$ cat src/rtl/uart_alu_pkg.sv
// uart_alu_pkg: shared definitions for the UART ALU.
//   - opcode byte values (OP_ADD .. OP_ECHO)
//   - parser state encoding
//   - bit_ticks(): clk cycles per serial bit for a given prescale
// Optional feature macro: UART_ALU_MUL_EN (consumed in uart_alu_top).
package uart_alu_pkg;

    localparam logic [7:0] OP_ADD  = 8'h01;
    localparam logic [7:0] OP_SUB  = 8'h02;
    localparam logic [7:0] OP_AND  = 8'h03;
    localparam logic [7:0] OP_OR   = 8'h04;
    localparam logic [7:0] OP_XOR  = 8'h05;
    localparam logic [7:0] OP_MUL  = 8'h06;
    localparam logic [7:0] OP_ECHO = 8'hEC;

    typedef enum logic [2:0] {
        ST_IDLE,
        ST_GET_A,
        ST_GET_B,
        ST_EXEC,
        ST_SEND_LO,
        ST_SEND_HI
    } state_e;

    // Host UART prescale semantics: one bit lasts 8*prescale clocks.
    function automatic int bit_ticks(input int prescale);
        return 8 * prescale;
    endfunction

endpackage

$ cat src/rtl/uart_alu_serdes.sv
// uart_alu_serdes: 8N1 receiver and transmitter, LSB first, idle high.
// Ports:
//   clk_i, rst_ni        clock, asynchronous active-low reset
//   rx_i                 raw serial input (synchronised here)
//   tx_o                 serial output, 1 when idle or in reset
//   rx_valid_o/rx_data_o one-cycle pulse with a received byte (good stop bit)
//   rx_frame_err_o       one-cycle pulse when the stop bit sampled low
//   tx_valid_i/tx_data_i/tx_ready_o  byte handshake into the transmitter
module uart_alu_serdes
    import uart_alu_pkg::*;
#(
    parameter int DATA_WIDTH = 8,
    parameter int PRESCALE   = 1
) (
    input  logic                  clk_i,
    input  logic                  rst_ni,
    input  logic                  rx_i,
    output logic                  tx_o,
    output logic                  rx_valid_o,
    output logic [DATA_WIDTH-1:0] rx_data_o,
    output logic                  rx_frame_err_o,
    input  logic                  tx_valid_i,
    input  logic [DATA_WIDTH-1:0] tx_data_i,
    output logic                  tx_ready_o
);

    localparam int BIT  = bit_ticks(PRESCALE);
    localparam int HALF = BIT / 2;
    localparam int CW   = $clog2(BIT);
    localparam logic [3:0] LAST_IDX = 4'(DATA_WIDTH + 1);

    // ---------------- receiver ----------------
    logic                  rx_s1_q, rx_s2_q, rx_s3_q;
    logic                  rx_busy_q;
    logic [CW-1:0]         rx_cnt_q;
    logic [3:0]            rx_idx_q;   // 0 start, 1..8 data, 9 stop
    logic [DATA_WIDTH-1:0] rx_shift_q;
    logic                  rx_valid_q, rx_err_q;

    always_ff @(posedge clk_i or negedge rst_ni) begin
        if (!rst_ni) begin
            rx_s1_q    <= 1'b1;
            rx_s2_q    <= 1'b1;
            rx_s3_q    <= 1'b1;
            rx_busy_q  <= 1'b0;
            rx_cnt_q   <= '0;
            rx_idx_q   <= '0;
            rx_shift_q <= '0;
            rx_valid_q <= 1'b0;
            rx_err_q   <= 1'b0;
        end else begin
            rx_s1_q    <= rx_i;
            rx_s2_q    <= rx_s1_q;
            rx_s3_q    <= rx_s2_q;
            rx_valid_q <= 1'b0;
            rx_err_q   <= 1'b0;
            if (!rx_busy_q) begin
                // Falling edge only: a line held low after a bad stop bit
                // must return high before a new frame can start.
                if (rx_s3_q && !rx_s2_q) begin
                    rx_busy_q <= 1'b1;
                    rx_cnt_q  <= CW'(HALF - 1);
                    rx_idx_q  <= '0;
                end
            end else if (rx_cnt_q != '0) begin
                rx_cnt_q <= rx_cnt_q - 1'b1;
            end else begin
                rx_cnt_q <= CW'(BIT - 1);
                rx_idx_q <= rx_idx_q + 1'b1;
                if (rx_idx_q == '0) begin
                    if (rx_s2_q) rx_busy_q <= 1'b0;   // glitch, not a start bit
                end else if (rx_idx_q == LAST_IDX) begin
                    // Rearm at stop-bit centre so the next start edge is seen.
                    rx_busy_q  <= 1'b0;
                    rx_valid_q <= rx_s2_q;
                    rx_err_q   <= !rx_s2_q;
                end else begin
                    rx_shift_q <= {rx_s2_q, rx_shift_q[DATA_WIDTH-1:1]};
                end
            end
        end
    end

    assign rx_valid_o     = rx_valid_q;
    assign rx_data_o      = rx_shift_q;
    assign rx_frame_err_o = rx_err_q;

    // ---------------- transmitter ----------------
    logic                  tx_busy_q;
    logic [CW-1:0]         tx_cnt_q;
    logic [3:0]            tx_idx_q;
    logic [DATA_WIDTH+1:0] tx_shift_q;   // {stop, data, start}
    logic                  tx_last;

    // Ready in the final cycle of the stop bit so a queued byte's start
    // bit follows the stop bit with no idle gap.
    assign tx_last    = tx_busy_q && (tx_idx_q == LAST_IDX) && (tx_cnt_q == '0);
    assign tx_ready_o = !tx_busy_q || tx_last;

    always_ff @(posedge clk_i or negedge rst_ni) begin
        if (!rst_ni) begin
            tx_busy_q  <= 1'b0;
            tx_cnt_q   <= '0;
            tx_idx_q   <= '0;
            tx_shift_q <= '1;
        end else if (tx_valid_i && tx_ready_o) begin
            tx_busy_q  <= 1'b1;
            tx_cnt_q   <= CW'(BIT - 1);
            tx_idx_q   <= '0;
            tx_shift_q <= {1'b1, tx_data_i, 1'b0};
        end else if (tx_busy_q) begin
            if (tx_cnt_q != '0) begin
                tx_cnt_q <= tx_cnt_q - 1'b1;
            end else if (tx_last) begin
                tx_busy_q <= 1'b0;
            end else begin
                tx_cnt_q   <= CW'(BIT - 1);
                tx_idx_q   <= tx_idx_q + 1'b1;
                tx_shift_q <= {1'b1, tx_shift_q[DATA_WIDTH+1:1]};
            end
        end
    end

    assign tx_o = tx_busy_q ? tx_shift_q[0] : 1'b1;

endmodule

$ cat src/rtl/uart_alu_top.sv
// uart_alu_top: UART ALU. Receives {opcode, A, B} bytes on rx_i, computes a
// 16-bit result and returns R[7:0] then R[15:8] on tx_o (8N1, 8*PRESCALE
// clocks per bit).
// Ports:
//   clk   single clock, posedge
//   rst   asynchronous reset, active low
//   rx_i  serial input from host, idle high
//   tx_o  serial output to host, idle high
// Build option: define UART_ALU_MUL_EN to add opcode 0x06 (8x8 multiply);
// otherwise 0x06 is an unknown opcode.
module uart_alu_top #(
    parameter int DATA_WIDTH = 8,
    parameter int PRESCALE   = 1
) (
    input  logic clk,
    input  logic rst,
    input  logic rx_i,
    output logic tx_o
);
    import uart_alu_pkg::*;

    logic                  rx_valid, rx_frame_err, tx_valid, tx_ready;
    logic [DATA_WIDTH-1:0] rx_data;
    logic [7:0]            tx_data;

    uart_alu_serdes #(
        .DATA_WIDTH (DATA_WIDTH),
        .PRESCALE   (PRESCALE)
    ) u_serdes (
        .clk_i          (clk),
        .rst_ni         (rst),
        .rx_i           (rx_i),
        .tx_o           (tx_o),
        .rx_valid_o     (rx_valid),
        .rx_data_o      (rx_data),
        .rx_frame_err_o (rx_frame_err),
        .tx_valid_i     (tx_valid),
        .tx_data_i      (tx_data),
        .tx_ready_o     (tx_ready)
    );

    function automatic logic op_known(input logic [7:0] op);
        case (op)
            OP_ADD, OP_SUB, OP_AND, OP_OR, OP_XOR, OP_ECHO: return 1'b1;
`ifdef UART_ALU_MUL_EN
            OP_MUL: return 1'b1;
`endif
            default: return 1'b0;
        endcase
    endfunction

    function automatic logic [15:0] alu(input logic [7:0] op,
                                        input logic [7:0] a,
                                        input logic [7:0] b);
        logic [15:0] ax, bx;
        ax = {8'h00, a};
        bx = {8'h00, b};
        case (op)
            OP_ADD:  return ax + bx;
            OP_SUB:  return ax - bx;
            OP_AND:  return ax & bx;
            OP_OR:   return ax | bx;
            OP_XOR:  return ax ^ bx;
`ifdef UART_ALU_MUL_EN
            OP_MUL:  return a * b;
`endif
            OP_ECHO: return {b, a};
            default: return 16'h0000;
        endcase
    endfunction

    state_e      state_q, state_d;
    logic [7:0]  op_q, op_d, a_q, a_d, b_q, b_d;
    logic [15:0] res_q, res_d;

    always_ff @(posedge clk or negedge rst) begin
        if (!rst) begin
            state_q <= ST_IDLE;
            op_q    <= '0;
            a_q     <= '0;
            b_q     <= '0;
            res_q   <= '0;
        end else begin
            state_q <= state_d;
            op_q    <= op_d;
            a_q     <= a_d;
            b_q     <= b_d;
            res_q   <= res_d;
        end
    end

    // Bytes arriving in EXEC/SEND_* are simply not consumed (no buffering).
    always_comb begin
        state_d  = state_q;
        op_d     = op_q;
        a_d      = a_q;
        b_d      = b_q;
        res_d    = res_q;
        tx_valid = 1'b0;
        tx_data  = res_q[7:0];
        case (state_q)
            ST_IDLE: begin
                // Unknown opcodes are dropped here, which lets the host resync.
                if (rx_valid && op_known(rx_data[7:0])) begin
                    op_d    = rx_data[7:0];
                    state_d = ST_GET_A;
                end
            end
            ST_GET_A: begin
                if (rx_frame_err) begin
                    state_d = ST_IDLE;
                end else if (rx_valid) begin
                    a_d     = rx_data[7:0];
                    state_d = ST_GET_B;
                end
            end
            ST_GET_B: begin
                if (rx_frame_err) begin
                    state_d = ST_IDLE;
                end else if (rx_valid) begin
                    b_d     = rx_data[7:0];
                    state_d = ST_EXEC;
                end
            end
            ST_EXEC: begin
                res_d   = alu(op_q, a_q, b_q);
                state_d = ST_SEND_LO;
            end
            ST_SEND_LO: begin
                tx_valid = 1'b1;
                if (tx_ready) state_d = ST_SEND_HI;
            end
            ST_SEND_HI: begin
                tx_valid = 1'b1;
                tx_data  = res_q[15:8];
                if (tx_ready) state_d = ST_IDLE;
            end
            default: state_d = ST_IDLE;
        endcase
    end

endmodule

$ cat config.mk
export PLATFORM = sky130hd
export DESIGN_NAME = uart_alu_top
export DESIGN_NICKNAME = d
export VERILOG_FILES = /design/src/rtl/uart_alu_pkg.sv /design/src/rtl/uart_alu_serdes.sv /design/src/rtl/uart_alu_top.sv
export SDC_FILE = /design/constraint.sdc
export NUM_CORES = 1
export LEC_CHECK = 0
export CAP_MARGIN = 20
export CORE_MARGIN = 2
export CORE_UTILIZATION = 25
export DETAILED_ROUTE_END_ITERATION = 8
export GPL_ROUTABILITY_DRIVEN = 0
export PLACE_DENSITY_LB_ADDON = 0.05
export SLEW_MARGIN = 20
export SYNTH_ARGS = -nofsm -noshare
export SYNTH_HDL_FRONTEND = slang
export SYNTH_SLANG_ARGS = --single-unit
$ cat constraint.sdc
create_clock -name clk -period 2.69 [get_ports clk]
set_input_delay 0.4035 -clock clk [delete_from_list [all_inputs] [get_ports clk]]
set_output_delay 0.4035 -clock clk [all_outputs]
set_load 0.01 [all_outputs]
* Word-level counts from Yosys, hierarchy flattened *
Cells that the tools add are included.

cells by class
  equality and inequality tests = 28
  muxes and demuxes = 50
  $add $sub $neg = 6
  reductions and logical operators = 25
  bitwise operators = 7

operator list
  kind                   count
  $pmux W16 S6           1
  $mux W3                14
  $mux W10               4
  $eq A8 B2 Y1 const B   4
  $eq A8 B3 Y1 const B   4
  $mux W4                7
  $mux W1                22
  $pmux W3 S6            1
  $eq A8 B1 Y1 const B   2
  $eq A8 B8 Y1 const B   2
  $add A8 B8 Y9          1
  $reduce_and A3 Y1      3
  $sub A8 B8 Y9          1
  $add A4 B1 Y4 const B  2
  $and A8 B8 Y8          1
  $eq A4 B4 Y1 const B   2
  $mux W8                1
  $or A8 B8 Y8           1
  $xor A8 B8 Y8          1
  $eq A3 B2 Y1 const B   2
  $eq A3 B3 Y1 const B   2
  $logic_not A3 Y1       2
  $ne A2 B1 Y1 const B   3
  $ne A2 B2 Y1 const B   3
  16 further kinds       30

storage, ports and cells
  input bits = 3
  flip-flop bits (word level) = 82
  output and inout bits = 1
  logic and storage cells = 134

* Depth between registers and ports, before layout *
Gate-level depths: netlist of the first run.

  depth in word-level cells = 7
  gate-level depth with buffers = 9

* Cells and area by module *
A second synthesis of the first run with hierarchy kept.

second synthesis, totals
  cell total of the unflattened synthesis = 494
  area total of the unflattened synthesis = 4971.0 um^2

modules (own cells, without submodules)
  module           sequential area each (um^2)  cells each  instances  area each (um^2)
  uart_alu_top     1076.0                       325         1          3111.7
  uart_alu_serdes  965.9                        169         1          1859.3

* Worst setup path after synthesis of the first run *
OpenSTA, ideal clock, no wires.

  path kind = register to register
  start point = register a_q[0]
  end point = register res_q[4]
  period minus slack after synthesis = 2.253 ns
  stages on the path, launching flop included = 10
  library setup time = 0.078 ns
  path slack = 0.437 ns
  buffers on the path = 0
  data arrival time = 2.175 ns
  path through = dfrtp_1 -> inv_1 -> ha_1 -> fa_1 -> nor3_1 -> nor3_1 -> or4b_2 -> o311ai_0 -> a222oi_1 -> o21ai_1

on the way
  cells in the longest elaborated chain, start to end = 2

ends and longest elaborated chain
  element                                                line                                    source
  start, declared                                        uart_alu_top.sv:73                      logic [7:0] op_q, op_d, a_q, a_d, b_q, b_d;
  start signal, assigned                                 uart_alu_top.sv:80                      a_q <= '0;
  start signal, assigned                                 uart_alu_top.sv:86                      a_q <= a_d;
  $sub A8 B8 Y9 / $add A8 B8 Y9 (equally long branches)  uart_alu_top.sv:60, uart_alu_top.sv:59
  $pmux W16 S6 *                                         uart_alu_top.sv:58                      case (op)
  end signal, assigned                                   uart_alu_top.sv:88                      res_q <= res_d;
  end, declared                                          uart_alu_top.sv:74                      logic [15:0] res_q, res_d;

Every way passes the cells marked *; elsewhere a longest branch is shown, timed or not.
A chain may end at the register's enable or synchronous reset.

* Final worst setup path of the first run *
  start point = register b_q[0]
  end point = register res_q[4]

on the way
  cells in the longest elaborated chain, start to end = 2

ends and longest elaborated chain
  element                                                line                                    source
  start, declared                                        uart_alu_top.sv:73
  start signal, assigned                                 uart_alu_top.sv:81                      b_q <= '0;
  start signal, assigned                                 uart_alu_top.sv:87                      b_q <= b_d;
  $sub A8 B8 Y9 / $add A8 B8 Y9 (equally long branches)  uart_alu_top.sv:60, uart_alu_top.sv:59
  $pmux W16 S6 *                                         uart_alu_top.sv:58

Marks and branches as above.

==> results of run 1 <==
==> Yosys cell counts, drive strengths merged (2+ instances only) <==
| master | number | area share [%] |
|---|---|---|
| a2bb2oi | 2 | 0.37 |
| nand2b | 9 | 1.2 |
| and2 | 4 | 0.55 |
| o311ai | 2 | 0.37 |
| fa | 2 | 0.84 |
| nor2b | 8 | 1.0 |
| o21ai | 52 | 5.4 |
| a21oi | 20 | 2.1 |
| mux2 | 22 | 5.7 |
| nor3 | 17 | 2.1 |
| o211ai | 9 | 1.4 |
| nand4 | 4 | 0.52 |
| o21bai | 4 | 0.63 |
| a211oi | 3 | 0.47 |
| o31ai | 5 | 0.89 |
| nand3 | 16 | 1.7 |
| or3 | 4 | 0.73 |
| a31oi | 5 | 0.65 |
| dfstp | 12 | 6.6 |
| a221oi | 5 | 0.91 |
| nor2 | 24 | 1.9 |
| o32ai | 2 | 0.37 |
| inv | 30 | 2.4 |
| nand2 | 71 | 5.6 |
| xor2 | 4 | 0.73 |
| xnor2 | 8 | 1.5 |
| nor3b | 3 | 0.47 |
| a22oi | 6 | 0.94 |
| or2 | 2 | 0.26 |
| dfrtp | 69 | 36 |
| ha | 36 | 9.4 |
| buf | 7 | 0.99 |
| a21o | 3 | 0.47 |
| nor4 | 2 | 0.26 |
| clkbuf | 17 | 1.4 |
| a222oi | 2 | 0.42 |
| nand3b | 3 | 0.47 |
==> kinds of logic (layout without fill, tap and decap cells) <==
kind of cell             count (synthesis)  after routing  synth area share (%)
AO/OA/AOI/OAI                          127            127                  16.7
XOR/XNOR                                12             12                  2.19
adder cells (fa/ha/maj)                 38             38                  10.2
buffers and inverters                   54             75                  4.70
flip-flops                              81             81                  42.6
multiplexers                            23             23                  5.93
AND/OR/NAND/NOR                        172            172                  17.6
==> routing by layer <==
layer	global-route usage, %	part of all wire [%]	up-vias
met4	4.53	1.4	0
met1	19.3	50	1757
met5	0	0	-
li1	-	-	1811
met2	21.4	45	45
met3	2.02	3.2	11
==> placed cells by master, fill, tap and decap left out, types with 3 or more instances in the layout <==
cell type   n
nand2b_1    9
nand4_1     4
o31ai_1     3
xor2_1      4
and2_1      3
buf_4      26
nor2_1     24
nor3_1     15
nor2b_1     8
dfrtp_1    69
a22oi_1     6
nand2_1    71
a221oi_1    5
a211oi_1    3
a21oi_1    20
mux2_2     15
xnor2_1     8
nand3_1    16
nand3b_1    3
ha_1       36
inv_1      30
nor3b_1     3
dfstp_2    12
a31oi_1     5
o21ai_0    50
a21o_1      3
o211ai_1    9
o21bai_1    4
mux2_4      7
clkbuf_16   9
==> registers in the layout, summed over array words and instances, names as in the netlist, 3 cells and up <==
name and flops:
u_serdes.rx_idx_q 4, state_q 3, u_serdes.rx_data_o 8, u_serdes.tx_idx_q 4, a_q 8, u_serdes.tx_cnt_q 3, op_q 8, b_q 8
u_serdes.tx_shift_q 9, res_q 16, u_serdes.rx_cnt_q 3
==> per-stage QoR <==
step	hold slack [ns]	power (mW)	cells
after floorplan	0.108	1.55	507
after global placement	0.347	1.67	745
after detailed placement	0.347	1.67	745
after CTS	0.0445	2.99	761
after global routing	0.0716	3.10	762
final	0.0351	2.94	762
==> power groups by stage <==
stage               clock network [mW]  logic (mW)  registers [mW]
floorplan                            0       0.193            1.36
global placement                     0       0.283            1.39
detailed placement                   0       0.289            1.39
CTS                               1.34       0.290            1.36
global route                      1.39       0.331            1.38
finish                            1.29       0.280            1.36
==> timing repair <==
item,CTS,global route
setup buffers,0,1
hold endpoints to repair,0,0
endpoints found under the setup margin,0,8
gates resized for setup,0,1
==> layout make-up <==
type	instances	share of cell area, %
Timing Repair Buffer	29	4.26
Clock buffer	10	4.33
Inverter	30	2.04
Sequential cell	81	37.0
Clock inverter	6	1.20
Multi-Input combinational cell	372	45.8
Tap cell	234	5.31
==> critical path, stage by stage, from the launching register on <==
cell	delay, ns
dfrtp_1	0.46
ha_1	0.23
fa_1	0.42
nor3_1	0.17
nor3_1	0.11
or4b_2	0.60
o311ai_0	0.13
a222oi_1	0.15
o21ai_1	0.14
==> path summary, 6_finish.rpt <==
check                                  from                    to  slack, ns  cells past startpoint
min                                     rst  u_serdes.tx_idx_q[2]       0.04                      1
max reg2reg                          b_q[0]              res_q[4]       0.19                      8
max                                  b_q[0]              res_q[4]       0.19                      8
min in group clk           u_serdes.rx_s1_q      u_serdes.rx_s2_q       0.36                      0
min reg2reg                u_serdes.rx_s1_q      u_serdes.rx_s2_q       0.36                      0
max in group asynchronous               rst      u_serdes.rx_s1_q       1.96                      2
==> metrics, run 1 <==
Worst Path Max Fanout 6; Logic pwr share roughly a tenth; largest net degree at the start of global routing 47; final core occ 29.4%; Mapped Area 4790 um^2; synth warn 0; Rows 50; CTS buffer count 9; Final Cycle Share 92.9%; Root Driver clkbuf_16; Yosys cell types 59; post-synthesis async set-or-reset flop share between 90% and 100%; # nets final 564; Cell Int Power around 2.2 mW; Lkg Pwr about 2.4 nW; DRC Markers 0; Clock Path Buffers 2; Critical Path RT a little under 3 ns; worst hold path class in2async; DRT antenna net count 0; clock sink total 81; clock-pin slew on the worst setup and hold paths 0.07 ns; layout cells sized above 1 16.7%; Crit Path Category reg2reg; DIE WIDTH 142 um; Worst-Skew Late Latency 0.35 ns; number of global-route vias before repair 3676; Iter 0 DRT Violations 170; Top FF cell, synth dfrtp_1; Max Clock Skew ~0.0089 ns; worst setup margin 0.191 ns; Die Ht 142 um; Mapped Nets 548; detail-routed net length per standard cell 16.9 um; Final TNS setup 0 ns; ANT cells 0; CP Data Arrival Time 2.77 ns; status complete, no violations; die area 20300 um^2; placed cell area 5200 um^2; Sequential Area 2040 um^2; pwr/cell area 532 nW/um^2; design area 5520 um^2; CORE AREA approximately 19000 um^2; RSZ-0062 raised after global routing no; clock share of power 44.0%; CP startpoint kind flop; Net Sw Frac 26.3%; CTS tree done; final hold vios 0; Final min period 2.50 ns; Post-synth EDFFs 0; vias per cell approximately 4.8; Pins Over Slew Limit 0; Max Cap Viol 0; DR vias 3624; Slew HR 47.5%; Mapped Avg Cell Area 9.45 um^2; hold_buf cts 0; Initial Utilization 25.5%; Worst VDD drop 0.287 mV; Place WS 0.126 ns; synthesized flop and latch total 81; Multi-input gate area 2530 um^2; first-pass GRT wire length approximately 21000 um; total gr overflow 0; Worst Tran Pin Value 0.779 ns; Layout area overhead 15.1%; gr usage total between 10% and 20%; drt first pass iters 4; Port Buffers 3; Seq pwr share 46.4%; Routed WL 12900 um; sequential share of the synthesized area 42.6%; Setup crit end kind flop; hpwl dp 9690 um; htree depth 3; Net Switching 773 uW; synthesized instance count between 500 and 600; antenna violations before repair 0; fmax 400 MHz; Filler Cell Count 2003; # IOs 4; Final setup viols 0
(Power assumes the default switching activity.)
==> inputs of run 2 (changes only) <==
==> constraint.sdc (replaced) <==
create_clock -name clk -period 2.69 [get_ports clk]
set_input_delay 0.538 -clock clk [delete_from_list [all_inputs] [get_ports clk]]
set_output_delay 0.538 -clock clk [all_outputs]
set_load 0.01 [all_outputs]
==> metrics, run 2 (synthesis results as in run 1) <==
status complete, no violations; Root Driver clkbuf_16; Net Sw Frac 23.9% (-2.4 points); clock share of power 46.8% (+2.8 points); Rows 50 (unchanged); DRC Markers 0 (unchanged); Iter 0 DRT Violations 198 (+16%); # IOs 4 (unchanged); detail-routed net length per standard cell 16.7 um (-1.4%); Crit Path Category reg2reg; critical path's top delay family simple AND/OR/NAND/NOR gates; Logic pwr share 9.0% (-0.5 points); clock sink total 81 (unchanged); ANT cells 0 (unchanged); Max Cap Viol 0 (unchanged); Max Clock Skew 0.00661 ns (-0.00228 ns); Initial Utilization 25.5% (unchanged); Worst Path Max Fanout 4 (-2); Port Buffers 3 (unchanged); max reg flops 16 (unchanged); max incr delay on CP 0.60 ns (about the same); cell depth of the worst flop-to-flop path 9 (+1); die area 20300 um^2 (unchanged); Buf+Inv Stages, Crit Path 1 (+1); Largest Register res_q; RSZ-0062 raised after global routing no; CP startpoint kind flop; Reg2Reg Setup Slack 0.18 ns (about the same); clock-pin slew on the worst setup and hold paths 0.06 ns (about the same); reg2reg end res_q[4]; DR vias 3673 (+1.4%); worst setup margin 0.180 ns (-0.0107 ns); # nets final 564 (unchanged); Lkg Pwr 2.36 nW (+0.49%); Post-CTS Resized 0 (unchanged); Seq pwr share 44.2% (-2.2 points); Pins Over Slew Limit 0 (unchanged); Net Switching 739 uW (-4.5%); gr usage total 13.6% (-0.033 points); Place WS 0.123 ns (-0.00270 ns); CP Cell Sequence inv_1 > ha_1 > fa_1 > nor3_1 > nor3_1 > or4b_2 > o311ai_0 > a222oi_1 > o21ai_1; layout cells sized above 1 16.3% (-0.38 points); CTS buffer count 9 (unchanged); Cell Int Power 2.35 mW (+8.5%); drt first pass iters 4 (unchanged); hold_buf cts 0 (unchanged); pwr/cell area 556 nW/um^2 (+4.4%); hpwl dp 9420 um (-2.7%); worst hold path class in2async; most frequent cells in the layout 71 x nand2_1, 69 x dfrtp_1, 50 x o21ai_0; CORE AREA 18800 um^2 (unchanged); antenna violations before repair 0 (unchanged); Final setup viols 0 (unchanged); Setup crit end kind flop; htree depth 3 (unchanged); DRT antenna net count 0 (unchanged); most common cell after layout, fill and taps aside nand2_1; Die Ht 142 um (unchanged); CTS tree done; first-pass GRT wire length 21000 um (-0.29%); Final TNS setup 0 ns (unchanged); Critical Path RT 2.96 ns (about the same); Worst VDD drop 0.266 mV (-7.1%); vias per cell 4.82 (+1.4%); Layout area overhead 15.9%; Clock Path Buffers 2 (unchanged); cell with the most instances on the worst path nor3_1; total gr overflow 0 (unchanged); fmax 398 MHz (-0.43%); Critical R2R Launch a_q[0]; Worst-Skew Late Latency 0.34 ns (about the same); Worst Tran Pin Value 0.730 ns (-0.0493 ns); Final Cycle Share 93.3% (+0.40 points); largest net degree at the start of global routing 82 (+74%); final hold vios 0 (unchanged); Routed WL 12700 um (-1.4%); Regs by FF count res_q x16, u_serdes.tx_shift_q x9; Crit-path slowest cell or4b_2; Final min period 2.51 ns (+0.0107 ns); Slew HR 50.8% (+3.3 points); DIE WIDTH 142 um (unchanged); number of global-route vias before repair 3768 (+2.5%); CP Data Arrival Time 2.78 ns (about the same)
==> run 2: changes by cell type in the layout (fill, tap and decap cells not counted), sizes merged <==
cell      change
bufinv        +2
inv           -1
clkinvlp      +1
clkinv        -3
clkbuf        +1
==> run 2: worst max path at each step <==
stage,startpoint,to,slack [ns],cells after the start
after CTS,a_q[0],res_q[10],0.11,9
after floorplan,a_q[0],res_q[4],0.44,9
after global placement,b_q[0],res_q[13],0.17,8
after detailed placement,a_q[0],res_q[10],0.12,9
after global routing,a_q[0],res_q[6],0.02,9
final,a_q[0],res_q[4],0.18,9
==> run 2: metrics by stage <==
step                utilization [%]  area (um^2)  cells  hold WS (ns)  power [mW]
global placement               27.7         5200    745         0.348        1.67
CTS                            29.5         5540    761         0.247        3.15
detailed placement             27.7         5200    745         0.349        1.67
floorplan                         -         4790    507         0.242        1.55
global route                   29.6         5550    762         0.251        3.25
finish                         29.6         5550    762         0.217        3.08
==> run 2: layout make-up <==
cell class,count,area [um^2]
Fill cell,1981,13200
Multi-Input combinational cell,372,2520
Sequential cell,81,2040
Tap cell,234,293
Clock buffer,11,243
Timing Repair Buffer,29,235
Inverter,30,113
Clock inverter,5,103
==> run 2: power groups by stage <==
| stage | registers, mW | clock network, mW | logic [mW] |
|---|---|---|---|
| floorplan | 1.36 | 0 | 0.193 |
| global placement | 1.38 | 0 | 0.283 |
| detailed placement | 1.38 | 0 | 0.288 |
| CTS | 1.36 | 1.50 | 0.288 |
| global route | 1.38 | 1.54 | 0.331 |
| finish | 1.36 | 1.44 | 0.279 |
==> run 2: repair_timing <==
action	4_1_cts	5_1_grt
setup endpoints to repair	0	7
hold endpoints to repair	0	0
setup buffers	0	1
==> run 2: layer usage <==
metal / GRT usage [%] / vias up / share of wire (%)
li1: - / 1811 / -
met1: 18.8 / 1801 / 49
met2: 21.3 / 45 / 46
met3: 2.66 / 16 / 2.8
met4: 4.74 / 0 / 1.9
met5: 0 / - / 0
